[src/rtl/mips_pkg.sv]
// Shared MIPS datapath constants and types.
package mips_pkg;
  localparam int REG_W     = 32;
  localparam int REG_IDX_W = 5;
  localparam int NUM_REGS  = 32;

  localparam logic [REG_IDX_W-1:0] REG_ZERO = 5'd0;
  localparam logic [REG_IDX_W-1:0] REG_GP   = 5'd28;
  localparam logic [REG_IDX_W-1:0] REG_SP   = 5'd29;

  typedef logic [REG_W-1:0] reg_word_t;
endpackage

[src/rtl/decoder5to32.sv]
// 5-bit index to 32-bit one-hot decoder.
module decoder5to32
  import mips_pkg::*;
(
  input  logic [REG_IDX_W-1:0] idx_i,
  output logic [NUM_REGS-1:0]  onehot_o
);

  assign onehot_o = NUM_REGS'(1) << idx_i;

endmodule

[src/rtl/register_file.sv]
// MIPS 32x32 register file, 1 sync write, 2 async reads.
// Optional write-through forwarding: define REGFILE_BYPASS_EN.
module register_file
  import mips_pkg::*;
#(
  parameter reg_word_t SP_INIT = 32'h0000_3FFC,
  parameter reg_word_t GP_INIT = 32'h0000_1800
) (
  input  logic                 clk,
  input  logic                 reset,
  input  logic                 regWrite,
  input  logic [REG_IDX_W-1:0] writeReg,
  input  reg_word_t            writeData,
  input  logic [REG_IDX_W-1:0] readReg1,
  input  logic [REG_IDX_W-1:0] readReg2,
  output reg_word_t            readData1,
  output reg_word_t            readData2
);

  logic [NUM_REGS-1:0] we;
  reg_word_t           regs_q [1:NUM_REGS-1];
  reg_word_t           words  [0:NUM_REGS-1];

  decoder5to32 u_dec (
    .idx_i    (writeReg),
    .onehot_o (we)
  );

  // we[0] is never consulted, so $0 has no storage
  always_ff @(posedge clk or posedge reset) begin
    if (reset) begin
      for (int i = 1; i < NUM_REGS; i++) begin
        if (i == int'(REG_GP))
          regs_q[i] <= GP_INIT;
        else if (i == int'(REG_SP))
          regs_q[i] <= SP_INIT;
        else
          regs_q[i] <= '0;
      end
    end else if (regWrite) begin
      for (int i = 1; i < NUM_REGS; i++) begin
        if (we[i])
          regs_q[i] <= writeData;
      end
    end
  end

  always_comb begin
    words[0] = '0;
    for (int i = 1; i < NUM_REGS; i++)
      words[i] = regs_q[i];
  end

  always_comb begin
    readData1 = words[readReg1];
    readData2 = words[readReg2];
`ifdef REGFILE_BYPASS_EN
    if (regWrite && !reset && writeReg != REG_ZERO) begin
      if (readReg1 == writeReg)
        readData1 = writeData;
      if (readReg2 == writeReg)
        readData2 = writeData;
    end
`endif
  end

endmodule

[config.mk]
export PLATFORM = sky130hd
export DESIGN_NAME = register_file
export DESIGN_NICKNAME = d
export VERILOG_FILES = /design/src/rtl/mips_pkg.sv /design/src/rtl/decoder5to32.sv /design/src/rtl/register_file.sv
export SDC_FILE = /design/constraint.sdc
export NUM_CORES = 2
export LEC_CHECK = 0
export ABC_CLOCK_PERIOD_IN_PS = 31600
export BUFFER_PORTS_ARGS = -buffer_cell sky130_fd_sc_hd__buf_4
export CAP_MARGIN = 20
export CORE_ASPECT_RATIO = 0.8
export CORE_MARGIN = 5
export CORE_UTILIZATION = 40
export CTS_CLUSTER_SIZE = 24
export DETAILED_ROUTE_END_ITERATION = 7
export MAX_ROUTING_LAYER = met4
export PLACE_DENSITY = 0.57
export SYNTH_ARGS = -nofsm -noshare
export SYNTH_HDL_FRONTEND = slang
export SYNTH_SLANG_ARGS = --single-unit
export TNS_END_PERCENT = 10
[constraint.sdc]
create_clock -name clk -period 31.6 [get_ports clk]
set_input_delay 6.32 -clock clk [delete_from_list [all_inputs] [get_ports clk]]
set_output_delay 6.32 -clock clk [all_outputs]
set_load 0.02 [all_outputs]
==> summary.txt <==
Final layout
  – Layout Utilization: 0.448
  – Layout Nets: 3587
  – Largest register FFs: 992
  – Fin area: 0.0591 mm2
  – Layout cells sized above 1: 0.510
  – Commonest non-fill, non-tap cell in the layout: mux2_2
  – Biggest regs: regs_q x992
  – Most frequent cells in the layout: mux2_2, dfrtp_1, mux4_2
  – Area delta synth->final: 11.2%
  – Fillers: 11800
  – Top reg by flops: regs_q

Clocking
  – Clock-pin slew on the worst setup and hold paths: 0.06 ns
  – Worst-Skew Late Latency: 0.70 ns
  – CTS hold repair buffers: 0
  – Clock sink count: 992
  – Clk buf depth: 3
  – CTS tree: built
  – Setup Buffers After CTS: 0
  – H-tree depth: 3
  – TritonCTS buffer count: 111
  – Root buffer selected by CTS: clkbuf_16
  – Cts repair resizes: 0

Route
  – # DRC: 0
  – Met1 WL: 77900 um
  – Routed length per instance: 32.8 um
  – WL final: 177000 um
  – Drt first pass iters: 5
  – Starting DRT DRC Count: 3161
  – DR vias/cell: 6.40
  – DR WL met3: 12100 um
  – Wire length on met2: 81600 um
  – Max layer used: met4
  – Via Count: 34500
  – Remaining antenna violation count: 0

Pwr
  – Pwr dens: 65.5 mW/mm2
  – Max IR drop VDD: 0.0408 mV
  – Net Sw Power: 0.00107 W
  – Leak: 25.5 nW
  – Seq pwr share: 0.442
  – Logic pwr share: 0.205
  – Clk network pwr share: 0.352
  – Net Sw Frac: 0.277
  – P_int: 0.00280 W

Critical path
  – CP Max Fanout: 55
  – Reg2reg setup slack: 30.78 ns
  – Crit path launch type: input port
  – Crit. End Element: output port
  – Req. time, crit path: 25.28 ns
  – Worst reg2reg path startpoint: regs_q[788]
  – Crit path kind: input port to output port
  – Worst Setup SP: readReg1[0]
  – CP Data Arrival Time: 10.84 ns

Flow run
  – Max Cap Viol: 0

Placement
  – Port Buf Inserts: 113
  – Placed inst area: 0.0553 mm2
  – HPWL Detailed: 97200 um
  – Gp weighted congestion: 0.792

Timing
  – Setup TNS: 0 ns
  – Worst-margin pin slew: 1.11 ns
  – Endpoints failing setup: 0
  – Unrepaired setup endpoints after global routing: false
  – Hold WS: 0.514 ns
  – Tmin final: 17.16 ns
  – Worst slew margin: 0.261
  – Count of final hold-check violations: 0
  – Period utilisation layout: 0.543
  – Clk_skew: 0 ns
  – Slew Limit Fails: 0
  – Fmax: 0.0583 GHz

Logic synthesis
  – Yosys top cell area share: 0.460
  – Mapped Cells: 3632
  – Yosys warnings: 0
  – Cell taking the most area after synthesis: dfrtp_1
  – Sequential share of the synthesized area: 0.467
  – Flops & latches, synth: 992
  – Top cells by area, synth: dfrtp_1, mux2_2, mux4_2
  – Distinct cell type count after synthesis: 32
  – Syn Nets: 3682
  – Syn Area/Cell: 14.6 um2
  – Synth Cell Area: 0.0532 mm2

Hold path
  – Hold WC Path Type: flop to flop
  – Hold_sp: regs_q[768]

Floorplan
  – FP Rows: 119
  – I/O pin total: 114
  – Die Wd: 418 um
  – Die area: 0.140 mm2
  – Core ar.: 0.132 mm2
  – Die Ht: 336 um
  – Initial cell density of the core: 0.403

GRT
  – GRT Util Overall: 0.258
  – First-pass GRT wire length: 260000 um
  – Largest net degree at the start of global routing: 142
  – Vias in the first global route: 35400
  – Overflow after GRT: 0
  – Antenna violations before repair: 4

Status
  – Status: finished, final reports clean
==> routing by layer <==
layer / track usage / vias up
li1: - / 13900
met1: 0.358 / 18900
met2: 0.396 / 1406
met3: 0.0472 / 319
met4: 0.0659 / 0
met5: - / -
==> final cells by class <==
cell class / instances / area, um2 / area share
Antenna cell: 2 / 5.00 / 0.0000846
Tap cell: 1754 / 2190 / 0.0371
Timing Repair Buffer: 191 / 1540 / 0.0260
Clock inverter: 35 / 434 / 0.00734
Clock buffer: 174 / 3410 / 0.0577
Sequential cell: 992 / 24800 / 0.420
Multi-Input combinational cell: 2238 / 26700 / 0.451
Inverter: 3 / 17.5 / 0.000296
==> per-stage QoR <==
step	power [W]	setup WS (ns)	std cells
final	0.00387	14.44	5389
after global routing	0.00403	14.09	5388
after CTS	0.00389	14.31	5386
after detailed placement	0.00252	14.32	5177
after global placement	0.00250	14.36	5177
after floorplan	0.00229	11.63	3632
==> kinds of logic after synthesis <==
group	Yosys count	share of synthesized area
buf+inv	402	0.0351
compound gates	448	0.0633
mux	1600	0.416
simple gates	190	0.0180
flops	992	0.467
==> power by group through the flow <==
stage                     Combinational, W  Sequential, W  Clock [W]
after floorplan                   0.000631        0.00166          0
after global placement            0.000781        0.00172          0
after detailed placement          0.000796        0.00172          0
after CTS                         0.000798        0.00170    0.00139
after global routing              0.000856        0.00174    0.00144
final                             0.000796        0.00171    0.00137
==> critical path, stage by stage <==
cell	delay, ns
buf_8	0.47
buf_4	0.74
buf_4	0.88
buf_4	0.80
mux4_2	0.60
a22o_1	0.19
o21ai_1	0.31
o31ai_1	0.23
buf_4	0.25
==> worst paths after layout <==
| check | end | cells after the start |
|---|---|---|
| max in group asynchronous | regs_q[594] | 6 |
| setup reg to reg | regs_q[788] | 1 |
| hold / removal | regs_q[768] | 1 |
| min in group asynchronous | regs_q[571] | 2 |
| setup / recovery | readData1[23] | 9 |
| hold reg to reg | regs_q[768] | 1 |
==> cell usage after synthesis (all sizes together) <==
library cell  number
mux2            1056
dfrtp            978
mux4             384
clkbuf           201
buf              198
a22o             192
mux2i            160
nand2             82
a211oi            64
o21ai             64
o22ai             64
o31ai             64
and2              34
and3              33
nor2              19
dfstp             14
nor2b              6
nand3b             4
nor3b              4
inv                3
nand2b             2
nand3              2
and3b              1
nor3               1
or2                1
or3b               1
No activity file was read; power rests on OpenSTA's default activity.
